[src/rtl/gmii_tx_framer.sv]
// Transmit framing stage ahead of the 1000BASE-T PCS encoder: preamble/SFD insertion,
// inter-frame gap enforcement and error termination on underrun or link loss.
module gmii_tx_framer #(
    parameter int PREAMBLE_LEN = 7,
    parameter int IFG_LEN      = 12,
    parameter int CNT_W        = 16
) (
    input  logic             clock,
    input  logic             reset,
    input  logic             io_in_valid,
    output logic             io_in_ready,
    input  logic [7:0]       io_in_data,
    input  logic             io_in_last,
    input  logic             io_link_ok,
    output logic             io_tx_enable,
    output logic [7:0]       io_tx_data,
    output logic             io_tx_error,
    output logic [31:0]      io_n,
    output logic [31:0]      io_n0,
    output logic [CNT_W-1:0] io_frames_sent,
    output logic [CNT_W-1:0] io_frames_aborted
);

    typedef enum logic [2:0] {
        S_IDLE,
        S_PRE,
        S_SFD,
        S_DATA,
        S_DROP,
        S_IFG
    } state_t;

    localparam logic [3:0] PRE_LAST = 4'(PREAMBLE_LEN - 1);
    localparam logic [7:0] IFG_LAST = 8'(IFG_LEN - 1);
    localparam logic [7:0] PRE_BYTE = 8'h55;
    localparam logic [7:0] SFD_BYTE = 8'hD5;

    state_t           state, state_nxt;
    logic [3:0]       pre_cnt, pre_cnt_nxt;
    logic [7:0]       ifg_cnt, ifg_cnt_nxt;
    logic             sent_pend, sent_pend_nxt;
    logic             tx_enable_nxt;
    logic             tx_error_nxt;
    logic [7:0]       tx_data_nxt;
    logic [31:0]      n0_nxt;
    logic [CNT_W-1:0] sent_nxt;
    logic [CNT_W-1:0] aborted_nxt;
    logic             start;
    logic             abort;

    function automatic logic [CNT_W-1:0] sat_inc(input logic [CNT_W-1:0] v);
        return (&v) ? v : v + 1'b1;
    endfunction

    assign io_in_ready = (state == S_DATA) || (state == S_DROP);
    assign start       = (state == S_IDLE) && io_in_valid && io_link_ok;

    // Link loss outranks a valid byte in DATA, so that byte is left for DROP to sink.
    always_comb begin
        abort = 1'b0;
        case (state)
            S_PRE, S_SFD: abort = !io_link_ok;
            S_DATA:       abort = !io_link_ok || !io_in_valid;
            default:      abort = 1'b0;
        endcase
    end

    always_ff @(posedge clock) begin
        if (reset) begin
            state             <= S_IDLE;
            pre_cnt           <= '0;
            ifg_cnt           <= '0;
            sent_pend         <= 1'b0;
            io_tx_enable      <= 1'b0;
            io_tx_data        <= 8'h00;
            io_tx_error       <= 1'b0;
            io_n              <= '0;
            io_n0             <= '0;
            io_frames_sent    <= '0;
            io_frames_aborted <= '0;
        end else begin
            state             <= state_nxt;
            pre_cnt           <= pre_cnt_nxt;
            ifg_cnt           <= ifg_cnt_nxt;
            sent_pend         <= sent_pend_nxt;
            io_tx_enable      <= tx_enable_nxt;
            io_tx_data        <= tx_data_nxt;
            io_tx_error       <= tx_error_nxt;
            io_n              <= io_n + 32'd1;
            io_n0             <= n0_nxt;
            io_frames_sent    <= sent_nxt;
            io_frames_aborted <= aborted_nxt;
        end
    end

    always_comb begin
        state_nxt = state;
        case (state)
            S_IDLE: if (start) state_nxt = (PREAMBLE_LEN == 1) ? S_SFD : S_PRE;
            S_PRE:  if (abort) state_nxt = S_DROP;
                    else if (pre_cnt == PRE_LAST) state_nxt = S_SFD;
            S_SFD:  state_nxt = abort ? S_DROP : S_DATA;
            S_DATA: if (abort) state_nxt = S_DROP;
                    else if (io_in_last) state_nxt = S_IFG;
            S_DROP: if (io_in_valid && io_in_last) state_nxt = S_IFG;
            S_IFG:  if (ifg_cnt == IFG_LAST) state_nxt = S_IDLE;
            default: state_nxt = S_IDLE;
        endcase
    end

    // Values registered at the coming edge; pre_cnt counts preamble bytes already emitted.
    always_comb begin
        tx_enable_nxt = 1'b0;
        tx_data_nxt   = 8'h00;
        tx_error_nxt  = 1'b0;
        n0_nxt        = io_n0;
        pre_cnt_nxt   = pre_cnt;
        ifg_cnt_nxt   = ifg_cnt;
        sent_pend_nxt = 1'b0;
        sent_nxt      = sent_pend ? sat_inc(io_frames_sent) : io_frames_sent;
        aborted_nxt   = io_frames_aborted;
        if (abort) begin
            tx_enable_nxt = 1'b1;
            tx_error_nxt  = 1'b1;
            aborted_nxt   = sat_inc(io_frames_aborted);
        end else begin
            case (state)
                S_IDLE: begin
                    if (start) begin
                        tx_enable_nxt = 1'b1;
                        tx_data_nxt   = PRE_BYTE;
                        n0_nxt        = io_n + 32'd1;
                        pre_cnt_nxt   = 4'd1;
                    end
                end
                S_PRE: begin
                    tx_enable_nxt = 1'b1;
                    tx_data_nxt   = PRE_BYTE;
                    pre_cnt_nxt   = pre_cnt + 4'd1;
                end
                S_SFD: begin
                    tx_enable_nxt = 1'b1;
                    tx_data_nxt   = SFD_BYTE;
                end
                S_DATA: begin
                    tx_enable_nxt = 1'b1;
                    tx_data_nxt   = io_in_data;
                    if (io_in_last) begin
                        sent_pend_nxt = 1'b1;
                        ifg_cnt_nxt   = 8'd0;
                    end
                end
                S_DROP: if (io_in_valid && io_in_last) ifg_cnt_nxt = 8'd0;
                S_IFG:  ifg_cnt_nxt = ifg_cnt + 8'd1;
                default: ;
            endcase
        end
    end

endmodule

[config.mk]
export PLATFORM = sky130hd
export DESIGN_NAME = gmii_tx_framer
export DESIGN_NICKNAME = d
export VERILOG_FILES = /design/src/rtl/gmii_tx_framer.sv
export SDC_FILE = /design/constraint.sdc
export NUM_CORES = 1
export LEC_CHECK = 0
export CORE_MARGIN = 4
export CORE_UTILIZATION = 45
export DETAILED_ROUTE_END_ITERATION = 6
export GPL_TIMING_DRIVEN = 0
export PLACE_DENSITY = 0.73
export SLEW_MARGIN = 15
export SYNTH_ARGS = -nofsm -noshare
export SYNTH_HDL_FRONTEND = slang
export SYNTH_SLANG_ARGS = --single-unit
[constraint.sdc]
create_clock -name clock -period 2.5 [get_ports clock]
set_input_delay 0.5 -clock clock [delete_from_list [all_inputs] [get_ports clock]]
set_output_delay 0.5 -clock clock [all_outputs]
set_load 0.005 [all_outputs]
==> metrics.md, run 1 <==
| Metric | Value |
|---|---|
| # setup viols final | 0 |
| Critical Path AT | 1.90 ns |
| HP Start | io_n0[6] |
| Mean cell area of the mapped netlist | between 9 and 10 um2 |
| CTS Sinks | 122 |
| Clock latency at the later pin of the worst-skew pair | between 0.4 and 0.5 ns |
| Die Area | approximately 13000 um2 |
| Layout area overhead | 38.1% |
| First-pass GRT wire length | roughly 22000 um |
| CP peak stage delay | about 0.50 ns |
| CTS max path bufs | 2 |
| DR vias | 4563 |
| Placed instance area | ~6600 um2 |
| Setup crit start kind | register |
| Largest net degree at the start of global routing | 17 |
| Most frequent cells in the layout | dfxtp_1, clkdlybuf4s50_1, nor2_1 |
| Std-Cell Rows | 39 |
| Post-synthesis sequential area ratio | 0.467 |
| Worst r2r dst | io_n0[28] |
| Setup slack, reg-to-reg | between 0.5 and 0.6 ns |
| Post-synth top area cell | dfxtp_1 |
| First DRT Iteration DRCs | 237 |
| DR WL/cell | 15.4 um |
| Min Tclk post-route | about 2.4 ns |
| Global route overflow | 0 |
| Endpoint type of the worst setup path | output port |
| Antenna-violating nets left | 0 |
| Routed vias/inst | ~5.3 |
| Top cells by area, synth | dfxtp_1, xor2_1, nor2_1, a211oi_1, a211oi_2 |
| Fin worst setup slack | ~0.10 ns |
| CP Max Fanout | 10 |
| Multi-input gate area | 2650 um2 |
| FF-to-FF Start | io_n[0] |
| Buf/Inv on CP | 2 |
| Final Hold Viols | 0 |
| Syn Inst Count | 564 |
| Synth Flop Type | dfxtp_1 |
| Remaining DRCs | 0 |
| Buffers on Ports | 119 |
| # fillers | 989 |
| Unrepaired setup endpoints after global routing | false |
| Layout cell share with drive strength beyond 1 | 0.100 |
| Vias in the first global route | between 4000 and 5000 |
| CTS tree | yes |
| Die height | around 120 um |
| Slew margin rel. | 0.551 |
| Critical path cell sequence | buf_4, or3_1, nand2_1, clkdlybuf4s50_1 |
| WHS Endpoint | io_n0[6] |
| Async S/R FF share, synth | 0 |
| Post-synth EDFFs | 0 |
| Outcome | finished clean |
| Routed WL | roughly 13000 um |
| Design area | 7220 um2 |
| Req. time, crit path | about 2.0 ns |
| H-Tree Depth | 4 |
| Fin. max-slew vios | 0 |
| Core ar. | roughly 11000 um2 |
| Hold/Removal Path Class | reg2reg |
| Setup Skew | a little over 0.008 ns |
| #FFs+latches synth | roughly 120 |
| Tcrit/Tclk final | 0.959 |
| DIE WIDTH | about 120 um |
| RD Place Congestion | 0.860 |
| Mapped Area | 5230 um2 |
| CTS buffer count | 17 |
| Number of library cell types mapped by synthesis | between 50 and 60 |
| Cell Pwr Density | between 700 and 800 nW/um2 |
| Worst hold stages | 1 |
| HPWL after detailed placement | ~9500 um |
| Sequential cell area | around 2400 um2 |
| Synth Warn # | 0 |
| Max frequency | 417 MHz |
| MaxCap Viol Count | 0 |
| Leakage | roughly 2.7 nW |
| # IOs | 120 |
| Clk pin slew, worst setup/hold paths | 0.06 ns |
| Max VDD drop | approximately 0.55 mV |
| Overall Global Routing Usage | 0.204 |
| Critical path class | reg2out |
| Final nets | between 700 and 800 |
| Ant. Diodes | 0 |
| Actual slew at the worst max-slew pin | ~0.67 ns |
| Root buf cell | clkbuf_16 |
| Initial Util | 0.458 |
| Syn_nets | 583 |
| DP Worst Slack | -0.0549 ns |
| Yosys top cell area share | 0.467 |
| Crit-path slowest cell | clkdlybuf4s50_1 |
| Detailed Routing Iterations Pass 1 | 5 |
| Commonest non-fill, non-tap cell in the layout | dfxtp_1 |
| R2R cell count | 6 |
| Top delay family on crit path | buffers and inverters |
| Initial antenna violation count | 0 |
-- how the worst max path moves through the flow --
| stage | startpoint | endpoint | slack, ns | cells past startpoint |
|---|---|---|---|---|
| detailed placement | io_in_valid | io_frames_aborted[14] | -0.05 | 6 |
| floorplan | io_n[0] | io_n0[10] | 0.87 | 6 |
| CTS | state[1] | io_in_ready | 0.01 | 5 |
| finish | state[0] | io_in_ready | 0.10 | 4 |
| global placement | io_link_ok | io_n0[15] | 0.02 | 6 |
| global route | state[2] | io_in_ready | 0.005 | 5 |
-- layout make-up --
class | count | share of cell area
Timing Repair Buffer | 121 | 0.167
Multi-Input combinational cell | 407 | 0.366
Tap cell | 143 | 0.0248
Sequential cell | 122 | 0.338
Inverter | 7 | 0.00364
Buffer | 28 | 0.0184
Clock inverter | 15 | 0.0225
Clock buffer | 17 | 0.0589
-- repair_timing --
action                                  in CTS  in global routing
hold buffers                                 0                  0
buffers inserted                             0                  2
pin swaps                                    0                  0
endpoints found under the hold margin        0                  0
endpoints found under the setup margin       1                  1
resized for setup                            4                  5
-- per-layer routing --
metal  vias to the layer above  global-route usage  wire, um  part of all wire
met5                         -                   0         0                 0
met4                         0              0.0665       172             0.013
met3                        10              0.0663       749             0.056
met2                       112               0.336      6600              0.50
met1                      2154               0.253      5730              0.43
li1                       2287                   -         -                 -
-- through the flow --
stage | hold WS (ns) | instances | TNS (ns) | util | power, mW
global route | 0.514 | 860 | 0 | 0.632 | 5.48
global placement | 0.466 | 826 | 0 | 0.578 | 2.83
finish | 0.478 | 860 | 0 | 0.632 | 5.24
floorplan | 0.467 | 564 | 0 | - | 2.52
detailed placement | 0.470 | 826 | -0.116 | 0.578 | 2.85
CTS | 0.484 | 858 | 0 | 0.631 | 5.28
-- cell usage after synthesis (12+ instances only) --
| cell | number |
|---|---|
| nand4_1 | 21 |
| and2_1 | 13 |
| xor2_1 | 48 |
| a211oi_1 | 19 |
| nand2_1 | 29 |
| nand3_1 | 15 |
| dfxtp_1 | 122 |
| and4_1 | 15 |
| clkbuf_1 | 15 |
| nor2_1 | 104 |
| xnor2_1 | 12 |
| and3_1 | 15 |
-- report_power, final --
part / switching [mW] / internal [mW] / leakage (nW)
clock: 0.931 / 1.48 / 0.281
sequential: 0.0707 / 2.06 / 0.990
combinational: 0.346 / 0.349 / 1.41
total: 1.35 / 3.89 / 2.69
-- cell families after synthesis --
kind of cell | synth area share
compound gates | 0.122
xor+xnor | 0.100
fa+ha+maj | 0.0144
buf+inv | 0.0287
flops | 0.467
mux | 0.00957
simple gates | 0.258
-- state kept, by name (all words and copies together), names as in the netlist --
name / flops
io_n: 32
io_tx_enable: 1
io_frames_sent: 16
io_n0: 32
ifg_cnt: 8
pre_cnt: 4
state: 3
sent_pend: 1
io_tx_error: 1
io_frames_aborted: 16
io_tx_data: 8
(Power assumes the default switching activity.)
==> inputs of run 2 (changes only) <==
Settings changed: HOLD_SLACK_MARGIN from default to 0.03.
==> results of run 2 <==
No change in the layout: final DEF, timing and power equal those of run 1.
==> inputs of run 3 (changes only) <==
Settings changed: PLACE_DENSITY 0.73 to 0.76.
Clock period 2.5 ns to 2 ns, I/O delays scaled along.
==> metrics.md, run 3 (same netlist as run 1, synthesis figures left out) <==
| Metric | Value |
|---|---|
| Final nets | 727 (was 723) |
| Global route overflow | 0 (unchanged) |
| CTS tree | yes (unchanged) |
| RD Place Congestion | 0.858 (was 0.860) |
| Total Power | 6.31 mW (was 5.24 mW) |
| First-pass GRT wire length | 21700 um (was 21600 um) |
| Switching Share | 0.242 (was 0.257) |
| # fillers | 933 (was 989) |
| Outcome | finished clean (unchanged) |
| Most frequent cells in the layout | dfxtp_1, clkdlybuf4s50_1, nor2_1 (unchanged) |
| CP Max Fanout | 9 (was 10) |
| Core ar. | 11400 um2 (unchanged) |
| Vias in the first global route | 4548 (was 4468) |
| CTS buffer count | 17 (unchanged) |
| DR vias | 4622 (was 4563) |
| Min Tclk post-route | about 1.9 ns |
| MaxCap Viol Count | 0 (unchanged) |
| Root buf cell | clkbuf_16 (unchanged) |
| Remaining DRCs | 0 (unchanged) |
| Layout area overhead | 39.1% (was 38.1%) |
| CTS Sinks | 122 (unchanged) |
| Max VDD drop | 1.01 mV (was 0.545 mV) |
| CP peak stage delay | 0.48 ns (was 0.50 ns) |
| Buffers on Ports | 119 (unchanged) |
| Setup Skew | 0.00620 ns (was 0.00825 ns) |
| Detailed Routing Iterations Pass 1 | 4 (was 5) |
| Reg power frac | 0.424 (was 0.407) |
| Max frequency | 529 MHz |
| Worst hold stages | 1 (unchanged) |
| First DRT Iteration DRCs | 243 (was 237) |
| Tcrit/Tclk final | 0.946 |
| Final Util | 0.637 (was 0.632) |
| Clk pin slew, worst setup/hold paths | 0.05 ns (was 0.06 ns) |
| Std-Cell Rows | 39 (unchanged) |
| Critical path cell sequence | nand3_1, nor2_2, nand4_1, xor2_1, a211oi_1 (was buf_4, or3_1, nand2_1, clkdlybuf4s50_1) |
| Commonest non-fill, non-tap cell in the layout | dfxtp_1 (unchanged) |
| Routed WL | 13600 um (was 13300 um) |
| Worst r2r dst | io_n0[31] (was io_n0[28]) |
| Req. time, crit path | 2.32 ns (was 2.00 ns) |
| Layout cell share with drive strength beyond 1 | 0.114 (was 0.100) |
| Largest net degree at the start of global routing | 17 (unchanged) |
| Die height | 116 um (unchanged) |
| Crit-path slowest cell | nor2_2 (was clkdlybuf4s50_1) |
| Slew margin rel. | 0.531 (was 0.551) |
| Ant. Diodes | 0 (unchanged) |
| HP Start | io_n0[2] (was io_n0[6]) |
| Final Hold Viols | 0 (unchanged) |
| HPWL after detailed placement | 9640 um (was 9500 um) |
| Routed vias/inst | 5.37 (was 5.31) |
| DIE WIDTH | 116 um (unchanged) |
| WHS Endpoint | io_n0[2] (was io_n0[6]) |
| Actual slew at the worst max-slew pin | 0.704 ns (was 0.673 ns) |
| Multi-input gate area | 2700 um2 (was 2650 um2) |
| Setup slack, reg-to-reg | 0.11 ns (was 0.51 ns) |
| # IOs | 120 (unchanged) |
| Clk network pwr share | 0.435 (was 0.461) |
| Buf/Inv on CP | 0 (was 2) |
| H-Tree Depth | 4 (unchanged) |
| CTS max path bufs | 2 (unchanged) |
| R2R cell count | 5 (was 6) |
| Cell internal pwr | 4.78 mW (was 3.89 mW) |
| Critical path class | reg2reg (was reg2out) |
| Critical Path AT | 2.21 ns (was 1.90 ns) |
| Die Area | 13400 um2 (unchanged) |
| Hold WS | 0.490 ns (was 0.478 ns) |
| Clock latency at the later pin of the worst-skew pair | 0.40 ns (was 0.41 ns) |
| Sequential cell area | 2450 um2 (was 2440 um2) |
| DR WL/cell | 15.8 um (was 15.4 um) |
| Fin Setup TNS | 0 ns (unchanged) |
| FF-to-FF Start | io_n[5] (was io_n[0]) |
| Setup crit start kind | register (unchanged) |
| Top delay family on crit path | simple AND/OR/NAND/NOR gates (was buffers and inverters) |
| Overall Global Routing Usage | 0.203 (was 0.204) |
| Regs by FF count | io_n0 x32, io_n x32 (unchanged) |
| Hold/Removal Path Class | reg2reg (unchanged) |
| Placed instance area | 6600 um2 (unchanged) |
| Initial antenna violation count | 0 (unchanged) |
| Combinational power share | 0.141 (was 0.133) |
| Endpoint type of the worst setup path | register (was output port) |
| Design area | 7280 um2 (was 7220 um2) |
| # setup viols final | 0 (unchanged) |
| Initial Util | 0.458 (unchanged) |
| Switch Pwr | 1.53 mW (was 1.35 mW) |
| Fin. max-slew vios | 0 (unchanged) |
| Cell Pwr Density | 867 nW/um2 (was 726 nW/um2) |
| Antenna-violating nets left | 0 (unchanged) |
| Leakage | 2.71 nW (was 2.69 nW) |
[run 3: cell count changes in the layout (fill, tap and decap cells not counted), moves of 2 or more]
| cell | before | now |
|---|---|---|
| dfxtp_1 | 121 | 119 |
| clkbuf_2 | 0 | 2 |
| buf_4 | 4 | 7 |
| clkinvlp_4 | 3 | 0 |
| clkbuf_8 | 0 | 6 |
| clkinv_4 | 2 | 0 |
| bufinv_16 | 2 | 0 |
| buf_6 | 1 | 3 |
| clkbuf_1 | 14 | 16 |
| dfxtp_2 | 1 | 3 |
| inv_6 | 6 | 0 |
[run 3: worst max-delay path by stage]
stage / start / endpoint / slack, ns / depth (start not counted)
3_3_place_gp: io_link_ok / io_n0[15] / -0.38 / 6
2_1_floorplan: io_n[0] / io_n0[10] / 0.37 / 6
6_report: io_n[5] / io_n0[31] / 0.11 / 5
5_1_grt: io_n[5] / io_n0[31] / -0.002 / 5
4_1_cts: state[2] / io_in_ready / -0.001 / 5
3_5_place_dp: io_link_ok / io_n0[14] / -0.46 / 6
[run 3: what timing repair did]
| action | CTS | global route |
|---|---|---|
| endpoints found under the setup margin | 22 | 44 |
| buffers inserted | 1 | 6 |
| pin swaps | 0 | 5 |
| hold buffers | 0 | 0 |
| resized for setup | 15 | 12 |
[run 3: power by group through the flow]
stage / Clock (mW) / Sequential (mW) / Combinational, mW
finish: 2.74 / 2.67 / 0.892
global route: 2.90 / 2.69 / 0.973
CTS: 2.79 / 2.67 / 0.886
detailed placement: 0 / 2.72 / 0.849
global placement: 0 / 2.71 / 0.830
floorplan: 0 / 2.72 / 0.429
[run 3: layout make-up]
type | count | area share
plain buffers | 27 | 0.0193
clock buffers | 27 | 0.0719
clock inverters | 2 | 0.00138
inverters | 7 | 0.00361
multi-input cells | 407 | 0.371
flip-flops and latches | 122 | 0.336
well taps | 143 | 0.0246
repair buffers | 126 | 0.172
[run 3: metrics by stage]
step                setup slack, ns  cells
floorplan                     0.368    564
global placement             -0.380    826
detailed placement           -0.460    826
CTS                        -0.00111    856
global route               -0.00236    861
finish                        0.108    861
[run 3: worst reg2reg max path: stages, from the launching register on]
cell,delay [ns]
dfxtp_1,0.41
nand3_1,0.26
nor2_2,0.48
nand4_1,0.23
xor2_1,0.21
a211oi_1,0.22
[run 3: routing by layer]
metal	up-vias	part of all wire	track usage
li1	2286	-	-
met1	2215	0.44	0.246
met2	109	0.50	0.345
met3	12	0.049	0.0632
met4	0	0.0084	0.0603
met5	-	0	0
